File: config.mk
export PLATFORM = sky130hd
export DESIGN_NAME = cmd_frame_parser_flat
export DESIGN_NICKNAME = d
export VERILOG_FILES = /design/src/rtl/vdas_pkg.sv /design/src/rtl/cmd_frame_parser_if.sv /design/src/rtl/cmd_payload_ram.sv /design/src/rtl/cmd_frame_parser.sv /design/src/flat_wrapper.sv
export SDC_FILE = /design/constraint.sdc
export NUM_CORES = 1
export LEC_CHECK = 0
export BUFFER_PORTS_ARGS = -buffer_cell sky130_fd_sc_hd__buf_2
export CORE_MARGIN = 2
export CORE_UTILIZATION = 54
export CTS_CLUSTER_SIZE = 12
export DETAILED_ROUTE_END_ITERATION = 12
export PLACE_DENSITY_LB_ADDON = 0.2
export SLEW_MARGIN = 0
export SYNTH_ARGS = -nofsm -noshare
export SYNTH_HDL_FRONTEND = slang
export SYNTH_HIERARCHICAL = 1
export SYNTH_SLANG_ARGS = --single-unit
File: constraint.sdc
create_clock -name clk -period 2.6 [get_ports clk]
set_input_delay 0.39 -clock clk [delete_from_list [all_inputs] [get_ports clk]]
set_output_delay 0.39 -clock clk [all_outputs]
set_load 0.01 [all_outputs]
File: src/rtl/vdas_pkg.sv
// Shared VDAS definitions: frame marker, parser state encoding, opcode fields.
// Used by the command frame parser and by the control FSM.
package vdas_pkg;

    localparam logic [7:0] SYNC_BYTE_DEF = 8'hA5;
    localparam int         OPC_EXEC_BIT  = 7;

    typedef enum logic [2:0] {
        ST_IDLE,
        ST_OPC,
        ST_LEN,
        ST_PAYLOAD,
        ST_CHK,
        ST_HOLD
    } parser_state_t;

    // States where the inter-byte timeout is armed
    function automatic logic in_frame(parser_state_t s);
        return (s == ST_OPC) || (s == ST_LEN) ||
               (s == ST_PAYLOAD) || (s == ST_CHK);
    endfunction

endpackage

File: src/rtl/cmd_frame_parser_if.sv
// Byte stream, command handshake and payload read port of the frame parser.
// slave = parser side, master = UART/control side.
interface cmd_frame_parser_if #(
    parameter int AW = 4
);
    logic [7:0]    in_data;
    logic          in_valid;
    logic          in_ready;
    logic          cmd_valid;
    logic          cmd_ack;
    logic [7:0]    cmd_opcode;
    logic [7:0]    cmd_len;
    logic          cmd_exec;
    logic [AW-1:0] pl_addr;
    logic [7:0]    pl_data;
    logic          err_chk;
    logic          err_len;
    logic          err_timeout;

    modport slave (
        input  in_data, in_valid, cmd_ack, pl_addr,
        output in_ready, cmd_valid, cmd_opcode, cmd_len, cmd_exec,
        output pl_data, err_chk, err_len, err_timeout
    );

    modport master (
        output in_data, in_valid, cmd_ack, pl_addr,
        input  in_ready, cmd_valid, cmd_opcode, cmd_len, cmd_exec,
        input  pl_data, err_chk, err_len, err_timeout
    );

endinterface

File: src/rtl/cmd_payload_ram.sv
// Payload buffer: one write port, one registered read port.
// Array contents are never cleared; only the read register resets.
module cmd_payload_ram #(
    parameter int AW = 4
) (
    input  logic          clk,
    input  logic          rst,
    input  logic          i_we,
    input  logic [AW-1:0] i_waddr,
    input  logic [7:0]    i_wdata,
    input  logic [AW-1:0] i_raddr,
    output logic [7:0]    o_rdata
);

    logic [7:0] r_mem [2**AW];
    logic [7:0] r_rdata;

    always_ff @(posedge clk) begin
        if (i_we) begin
            r_mem[i_waddr] <= i_wdata;
        end
    end

    always_ff @(posedge clk) begin
        if (rst) begin
            r_rdata <= '0;
        end else begin
            r_rdata <= r_mem[i_raddr];
        end
    end

    assign o_rdata = r_rdata;

endmodule

File: src/rtl/cmd_frame_parser.sv
// Assembles UART bytes into checked command frames (SYNC OPC LEN PAYLOAD CHK)
// and holds each valid command for control until acknowledged.
module cmd_frame_parser
    import vdas_pkg::*;
#(
    parameter logic [7:0] SYNC_BYTE   = SYNC_BYTE_DEF,
    parameter int         MAX_PAYLOAD = 16,
    parameter int         TIMEOUT_CYC = 50000,
    parameter int         AW          = 4
) (
    input  logic                clk,
    input  logic                rst,
    cmd_frame_parser_if.slave   bus
);

    localparam int            TW       = $clog2(TIMEOUT_CYC + 1);
    localparam logic [TW-1:0] TMO_LAST = TW'(TIMEOUT_CYC - 1);
    localparam logic [7:0]    MAXP     = 8'(MAX_PAYLOAD);

    parser_state_t r_state;
    logic          r_in_ready;
    logic          r_cmd_valid;
    logic [7:0]    r_opcode;
    logic          r_exec;
    logic [7:0]    r_len;
    logic [7:0]    r_xor;
    logic [7:0]    r_idx;
    logic [TW-1:0] r_tmo;
    logic          r_err_chk;
    logic          r_err_len;
    logic          r_err_tmo;

    logic          w_acc;
    logic [7:0]    w_byte;
    logic          w_we;
    logic [AW-1:0] w_waddr;
    logic [7:0]    w_rdata;

    assign w_acc   = bus.in_valid & r_in_ready;
    assign w_byte  = bus.in_data;
    assign w_we    = w_acc & (r_state == ST_PAYLOAD);
    assign w_waddr = r_idx[AW-1:0];

    cmd_payload_ram #(
        .AW (AW)
    ) u_ram (
        .clk     (clk),
        .rst     (rst),
        .i_we    (w_we),
        .i_waddr (w_waddr),
        .i_wdata (w_byte),
        .i_raddr (bus.pl_addr),
        .o_rdata (w_rdata)
    );

    always_ff @(posedge clk) begin
        if (rst) begin
            r_state     <= ST_IDLE;
            r_in_ready  <= 1'b1;
            r_cmd_valid <= 1'b0;
            r_opcode    <= '0;
            r_exec      <= 1'b0;
            r_len       <= '0;
            r_xor       <= '0;
            r_idx       <= '0;
            r_tmo       <= '0;
            r_err_chk   <= 1'b0;
            r_err_len   <= 1'b0;
            r_err_tmo   <= 1'b0;
        end else begin
            r_err_chk <= 1'b0;
            r_err_len <= 1'b0;
            r_err_tmo <= 1'b0;

            // A byte in the expiry cycle takes priority over the timeout
            if (in_frame(r_state) && !w_acc) begin
                if (r_tmo == TMO_LAST) begin
                    r_err_tmo <= 1'b1;
                    r_state   <= ST_IDLE;
                    r_tmo     <= '0;
                end else begin
                    r_tmo <= r_tmo + 1'b1;
                end
            end else begin
                r_tmo <= '0;
            end

            if (w_acc) begin
                unique case (r_state)
                    ST_IDLE: begin
                        if (w_byte == SYNC_BYTE) begin
                            r_state <= ST_OPC;
                        end
                    end
                    ST_OPC: begin
                        r_opcode <= w_byte;
                        r_exec   <= w_byte[OPC_EXEC_BIT];
                        r_xor    <= w_byte;
                        r_state  <= ST_LEN;
                    end
                    ST_LEN: begin
                        r_len <= w_byte;
                        r_xor <= r_xor ^ w_byte;
                        r_idx <= '0;
                        if (w_byte > MAXP) begin
                            r_err_len <= 1'b1;
                            r_state   <= ST_IDLE;
                        end else if (w_byte == 8'd0) begin
                            r_state <= ST_CHK;
                        end else begin
                            r_state <= ST_PAYLOAD;
                        end
                    end
                    ST_PAYLOAD: begin
                        r_xor <= r_xor ^ w_byte;
                        r_idx <= r_idx + 8'd1;
                        if ((r_idx + 8'd1) == r_len) begin
                            r_state <= ST_CHK;
                        end
                    end
                    ST_CHK: begin
                        if (w_byte == r_xor) begin
                            r_state     <= ST_HOLD;
                            r_cmd_valid <= 1'b1;
                            r_in_ready  <= 1'b0;
                        end else begin
                            r_err_chk <= 1'b1;
                            r_state   <= ST_IDLE;
                        end
                    end
                    ST_HOLD: begin
                    end
                    default: begin
                        r_state <= ST_IDLE;
                    end
                endcase
            end

            if ((r_state == ST_HOLD) && bus.cmd_ack) begin
                r_cmd_valid <= 1'b0;
                r_in_ready  <= 1'b1;
                r_state     <= ST_IDLE;
            end
        end
    end

    assign bus.in_ready    = r_in_ready;
    assign bus.cmd_valid   = r_cmd_valid;
    assign bus.cmd_opcode  = r_opcode;
    assign bus.cmd_len     = r_len;
    assign bus.cmd_exec    = r_exec;
    assign bus.pl_data     = w_rdata;
    assign bus.err_chk     = r_err_chk;
    assign bus.err_len     = r_err_len;
    assign bus.err_timeout = r_err_tmo;

endmodule
File: src/flat_wrapper.sv
// flat-port wrapper written by rule: the top's interface ports become plain ports
module cmd_frame_parser_flat import vdas_pkg::*;
#(
    parameter logic [7:0] SYNC_BYTE   = SYNC_BYTE_DEF,
    parameter int         MAX_PAYLOAD = 16,
    parameter int         TIMEOUT_CYC = 50000,
    parameter int         AW          = 4
)
  (clk, rst, bus_in_data, bus_in_valid, bus_cmd_ack, bus_pl_addr, bus_in_ready, bus_cmd_valid, bus_cmd_opcode, bus_cmd_len, bus_cmd_exec, bus_pl_data, bus_err_chk, bus_err_len, bus_err_timeout);
  cmd_frame_parser_if #(.AW(AW)) bus_i ();
  input  logic clk;
  input  logic rst;
  input wire logic [$bits(bus_i.in_data)-1:0] bus_in_data;
  input wire logic [$bits(bus_i.in_valid)-1:0] bus_in_valid;
  input wire logic [$bits(bus_i.cmd_ack)-1:0] bus_cmd_ack;
  input wire logic [$bits(bus_i.pl_addr)-1:0] bus_pl_addr;
  output wire logic [$bits(bus_i.in_ready)-1:0] bus_in_ready;
  output wire logic [$bits(bus_i.cmd_valid)-1:0] bus_cmd_valid;
  output wire logic [$bits(bus_i.cmd_opcode)-1:0] bus_cmd_opcode;
  output wire logic [$bits(bus_i.cmd_len)-1:0] bus_cmd_len;
  output wire logic [$bits(bus_i.cmd_exec)-1:0] bus_cmd_exec;
  output wire logic [$bits(bus_i.pl_data)-1:0] bus_pl_data;
  output wire logic [$bits(bus_i.err_chk)-1:0] bus_err_chk;
  output wire logic [$bits(bus_i.err_len)-1:0] bus_err_len;
  output wire logic [$bits(bus_i.err_timeout)-1:0] bus_err_timeout;
  assign bus_i.in_data = bus_in_data;
  assign bus_i.in_valid = bus_in_valid;
  assign bus_i.cmd_ack = bus_cmd_ack;
  assign bus_i.pl_addr = bus_pl_addr;
  assign bus_in_ready = bus_i.in_ready;
  assign bus_cmd_valid = bus_i.cmd_valid;
  assign bus_cmd_opcode = bus_i.cmd_opcode;
  assign bus_cmd_len = bus_i.cmd_len;
  assign bus_cmd_exec = bus_i.cmd_exec;
  assign bus_pl_data = bus_i.pl_data;
  assign bus_err_chk = bus_i.err_chk;
  assign bus_err_len = bus_i.err_len;
  assign bus_err_timeout = bus_i.err_timeout;
  cmd_frame_parser #(.SYNC_BYTE(SYNC_BYTE), .MAX_PAYLOAD(MAX_PAYLOAD), .TIMEOUT_CYC(TIMEOUT_CYC), .AW(AW)) u_core (.clk(clk), .rst(rst), .bus(bus_i));
endmodule
# Word level (Yosys, flattened, before mapping)
# Memories as Yosys holds them, arrays and structs flattened. A register that Yosys moved wholly into a read port is not among the register bits.
# Cells that the tools add are included.
classes:
  mul: 0
  n_eq_ne: 9
  mux: 16
  magnitude_cmp: 1
  shift: 0
  n_bitwise: 7
  add_sub_neg: 2
  div: 0
  n_reduce_logical: 21
op_table:
  columns: ["op", "n"]
  rows:
  - ["case mux 8 bit (2 select lines)", 2]
  - ["2-to-1 mux 3 bit", 8]
  - ["case mux 3 bit (6 select lines)", 1]
  - ["adder 16 x 1 -> 16 bit, second input constant", 1]
  - ["== test 16 bit, second input constant", 1]
  - ["== test 8 bit", 2]
  - ["OR reduction 3 bit", 3]
  - ["adder 8 x 1 -> 8 bit, second input constant", 1]
  - ["== test 8 bit, second input constant", 1]
  - ["greater-than comparator 8 x 5 -> 1 bit, second input constant", 1]
  - ["logical NOT 8 bit", 1]
  - ["AND reduction 2 bit", 4]
  - ["bitwise XOR 8 bit", 1]
  - ["== test 3 x 2 -> 1 bit, second input constant", 2]
  - ["== test 3 bit, second input constant", 2]
  - ["OR reduction 2 bit", 3]
  - ["2-to-1 mux 1 bit", 5]
  - ["NOT 1 bit", 4]
  - ["nonzero test 2 bit", 2]
  - ["== test 3 x 1 -> 1 bit, second input constant", 1]
  - ["logical NOT 3 bit", 1]
  - ["logical OR 1 bit", 3]
  - ["AND reduction 3 bit", 1]
  - ["AND 1 bit", 2]
  - ["other kinds (2)", 3]
totals:
  memories: 1
  latchBits: 0
  output_inout_bits: 30
  mem_bits_ro: 0
  ff_bits: 57
  mem_bits_rw: 128
  elab_cells: 69
memory_table:
  columns: ["name", "depth", "word_bits", "rd", "rd_ports_with_merged_regs", "wr", "line", "rtl"]
  rows:
  - ["u_core.u_ram.r_mem", 16, 8, 1, 1, 1, "cmd_payload_ram.sv:15", "logic [7:0] r_mem [2**AW];"]

# Logic depth before layout (Yosys ltp)
logic_depth:
  word_depth: 9
  depth_mapped: 8
  depth_no_buf: 7

# Modules after synthesis
# Netlist, hierarchy kept.
modules_own_cells:
  columns: ["mod", "cells_per_inst", "n_inst", "area_per_inst_um2"]
  rows:
  - ["cmd_payload_ram", 227, 1, 5173.7]
  - ["cmd_frame_parser", 352, 1, 2830.2]

# Worst setup path after synthesis
# OpenSTA, ideal clock, no wires.
synth_timing:
  kind: "register -> register"
  start: "register u_core.r_in_ready, in the netlist u_core/bus.in_ready"
  end: "memory u_core.u_ram.r_mem[0][0], enable pin"
  slack_ns: -0.134
  setup_ns: 0.383
  stages_incl_launch_ff: 8
  required_time_ns: 2.217
  arrival_ns: 2.350
  path_buffers: 1
  path_cell_list: "dfxtp_1 > nand2_1 > clkbuf_1 > nor3b_4 > nand2_2 > inv_1 > or3b_2 > nor3_1"
synth_between:
  elab_chain_len: 4
synth_lines:
  columns: ["element", "line", "rtl"]
  rows:
  - ["from (decl)", "cmd_frame_parser.sv:21", "logic r_in_ready;"]
  - ["from (signal assigned)", "cmd_frame_parser.sv:59", "r_in_ready <= 1'b1;"]
  - ["from (signal assigned)", "cmd_frame_parser.sv:125", "r_in_ready <= 1'b0;"]
  - ["from (signal assigned)", "cmd_frame_parser.sv:141", "r_in_ready <= 1'b1;"]
  - ["AND 1 bit", "cmd_frame_parser.sv:39", "assign w_acc = bus.in_valid & r_in_ready;"]
  - ["AND 1 bit", "cmd_frame_parser.sv:41", "assign w_we = w_acc & (r_state == ST_PAYLOAD);"]
  - ["net u_core.w_we", "cmd_frame_parser.sv:35", "logic w_we;"]
  - ["2-to-1 mux 1 bit", "cmd_payload_ram.sv:19", "if (i_we) begin"]
  - ["2-to-1 mux 1 bit (not written as such)", "cmd_payload_ram.sv:20", "r_mem[i_waddr] <= i_wdata;"]
  - ["to (decl)", "cmd_payload_ram.sv:15", null]
# The timed path passes the listed nets, and every way through them passes these cells.

# Worst setup path in the final report
layout_timing:
  start: "register u_core.r_state[1]"
  end: "memory u_core.u_ram.r_mem[0][1], enable pin"
layout_between:
  elab_chain_len: 4
layout_lines:
  columns: ["element", "line", "rtl"]
  rows:
  - ["from (decl)", "cmd_frame_parser.sv:20", "parser_state_t r_state;"]
  - ["from (signal assigned)", "cmd_frame_parser.sv:58", "r_state <= ST_IDLE;"]
  - ["from (signal assigned)", "cmd_frame_parser.sv:79", "r_state <= ST_IDLE;"]
  - ["from (signal assigned)", "cmd_frame_parser.sv:92", "r_state <= ST_OPC;"]
  - ["== test 3 x 2 -> 1 bit", "cmd_frame_parser.sv:41", null]
  - ["AND 1 bit", "cmd_frame_parser.sv:41", null]
  - ["net u_core.w_we", "cmd_frame_parser.sv:35", null]
  - ["2-to-1 mux 1 bit", "cmd_payload_ram.sv:19", null]
  - ["2-to-1 mux 1 bit (not written as such)", "cmd_payload_ram.sv:20", null]
# The timed path passes the listed nets, and every way through them passes these cells.

==> flow_summary.ini <==
[run_status]
outcome = finished clean

[routing]
antenna_left = 0
firstDrtPassIters = 4
drt_wl_total_microns = 16900
drt_iter0_drc = 427
avgViaCountPerCell = 5.87
wl_per_cell_microns = 20.0
routed-via-count = 4987
drc = 0

[clock_network]
cts_resized = 0
clkSinkCount = 192
cts-root-buf = clkbuf_16
cts_tree = yes
post_cts_buffers = 0
cts_max_level = 4
worstSkewPairLatency_ps = 420
clock_path_buffers = 2
clkTransAtPathRegs_ps = 60
cts_hold_buf = 0
cts_buffers = 17

[sta]
period_minus_slack_ps = 2160
hold_viol = 0
period_share_pct = 83.1
rsz0062_at_grt = false
setup_viol = 0
drv_slew = 0
worst_pin_slew_ps = 640
skew_ps = 8.57
post-route-worst-setup-slack_ps = 439
fmax_mhz = 463
relSlewSlack_pct = 57.4
fin_tns_setup_ps = 0

[pwr]
combPwrFrac_pct = 4.0
power_density_nw_per_um2 = 650
p_leak_uw = 0.00315
switching_share_pct = 20.0
clkPwrFrac_pct = 41.0
intPower_uw = 4740
switching_power_uw = 1180
power_frac_seq_pct = 55.0
ir_worst_vdd_v = 0.000514
p_total_uw = 5920

[placed_design]
gp_congestion = 0.904
dp_slack_ps = 379
place_area_sq_um = 8560
hpwl_microns = 11400
port_buffers = 45

[cells_and_area]
syn_to_final_growth_pct = 13.9
final_area_sq_um = 9110
drive_above_1_share_pct = 20.8
antenna_cells = 0
final_nets = 671
final_util_pct = 62.7

[critical_path]
crit_arrival_ps = 2290
critPathLaunchType = flip-flop
crit_type = flip-flop to flip-flop
worstReg2RegStart = u_core/r_state[1]$_SDFF_PP0_
crit_path_start = u_core/r_state[1]$_SDFF_PP0_
cp.required_ps = 2730
cp_max_fo = 11
cp-end-kind = flip-flop

[yosys]
ys_seq_area_share_pct = 64.0
synth_nets = 597
synth_cell_types = 55
synth_area_leaders = edfxtp_1, dfxtp_1, mux4_1, mux4_2, xnor2_1
yosysWarnings = 6
ys.flop_type = edfxtp_1
synth_common_cells = edfxtp_1, dfxtp_1, nand2_1, nor2_1, a21oi_1
synthArstFlopShare_pct = 0
avgSynthCellArea_sq_um = 13.8
synth_top_cell_by_area = edfxtp_1
netlist_area_sq_um = 8000
synth-edff-count = 128
yosys_register_bits = 192
synthCells = 579
yosysMostFrequentCell = edfxtp_1
yosys.area.top_type_share_pct = 48.0

[floorplanning]
dieArea_sq_um = 15800
ioPinCount = 46
core_area_sq_um = 14500
dieHeight_microns = 126
die_width_microns = 126
rows = 44
start_util_pct = 55.1

[run]
max-cap-violations = 0

[global_routing]
first_global_vias = 4885
grt_usage_pct = 22.4
antenna_found_initial = 0
grt_overflow = 0
grt_first_pass_wirelength_microns = 26800
grt_max_degree = 25

[hold_path]
hp-start = bus_in_valid
hold_class = primary input to flip-flop
==> layer usage <==
| metal | GRT usage [%] | share of wire (%) | up-vias |
|---|---|---|---|
| met2 | 35.4 | 47 | 173 |
| li1 | - | - | 2333 |
| met5 | 0 | 0 | - |
| met3 | 3.87 | 5.0 | 30 |
| met4 | 9.44 | 2.8 | 0 |
| met1 | 31.0 | 45 | 2451 |
==> worst paths after layout <==
kind,to,slack (ps),cells past startpoint
max,u_core/u_ram/r_mem[0][1]$_DFFE_PP_,440,6
min,u_core/bus.err_chk$_SDFF_PP0_,300,3
max reg2reg,u_core/u_ram/r_mem[0][1]$_DFFE_PP_,440,6
min reg2reg,u_core/r_tmo[0]$_SDFF_PP0_,450,1
==> sequential cells by signal, indices dropped and copies added (netlist names) <==
name	count
u_core/u_ram/r_mem	128
u_core/r_tmo	16
u_core/bus.cmd_len	8
u_core/bus.cmd_opcode	8
u_core/r_idx	8
u_core/r_xor	8
u_core/u_ram/o_rdata	8
u_core/r_state	3
u_core/bus.cmd_valid	1
u_core/bus.err_chk	1
u_core/bus.err_len	1
u_core/bus.err_timeout	1
u_core/bus.in_ready	1
==> worst max-delay path: stages, from the launching register on <==
cell,delay (ps)
dfxtp_1,500
nor3b_4,350
nand2_2,90
inv_1,80
or3b_2,510
nor3_2,130
buf_4,190
==> power groups by stage <==
| stage | registers, uW | logic, uW | clock network [uW] |
|---|---|---|---|
| after floorplan | 3340 | 123 | 0 |
| after global placement | 3330 | 233 | 0 |
| after detailed placement | 3330 | 239 | 0 |
| after CTS | 3260 | 239 | 2470 |
| after global routing | 3260 | 254 | 2610 |
| final | 3260 | 236 | 2430 |
==> cell families (layout without fill, tap and decap cells) <==
| logic type | Yosys count | in the layout | synth area share, % |
|---|---|---|---|
| buffers and inverters | 34 | 120 | 2.81 |
| xor gates and xnor gates | 40 | 40 | 4.38 |
| adders and majority gates | 2 | 2 | 0.313 |
| DFF | 192 | 192 | 64.0 |
| and+or+nand+nor | 191 | 191 | 11.8 |
| AOI/OAI and AO/OA | 80 | 80 | 5.94 |
| muxes | 40 | 40 | 10.8 |
==> cells in the final DEF (no fill, tap or decap), types with 5 or more instances in the layout <==
cell and n:
a21oi_1 30, a22oi_1 9, and3_1 8, buf_2 45
buf_4 38, clkbuf_16 17, dfxtp_1 64, edfxtp_1 128
inv_1 5, mux2i_1 8, mux4_1 16, mux4_2 16
nand2_1 61, nand3_1 6, nand3b_1 5, nand4_1 8
nor2_1 53, nor3_1 17, o21ai_0 17, o21ai_1 8
xnor2_1 29, xor2_1 11
==> through the flow <==
step / instances / hold WS [ps]
floorplan: 579 / 413
global placement: 818 / 422
detailed placement: 818 / 442
CTS: 849 / 289
global route: 849 / 295
finish: 849 / 303
==> layout make-up <==
class | instances | area [sq um]
Fill cell | 1126 | 5420
Sequential cell | 192 | 5120
Multi-Input combinational cell | 353 | 2660
Timing Repair Buffer | 84 | 531
Clock buffer | 18 | 429
Tap cell | 184 | 230
Clock inverter | 13 | 123
Inverter | 5 | 18.8
No activity file was read; power rests on OpenSTA's default activity.
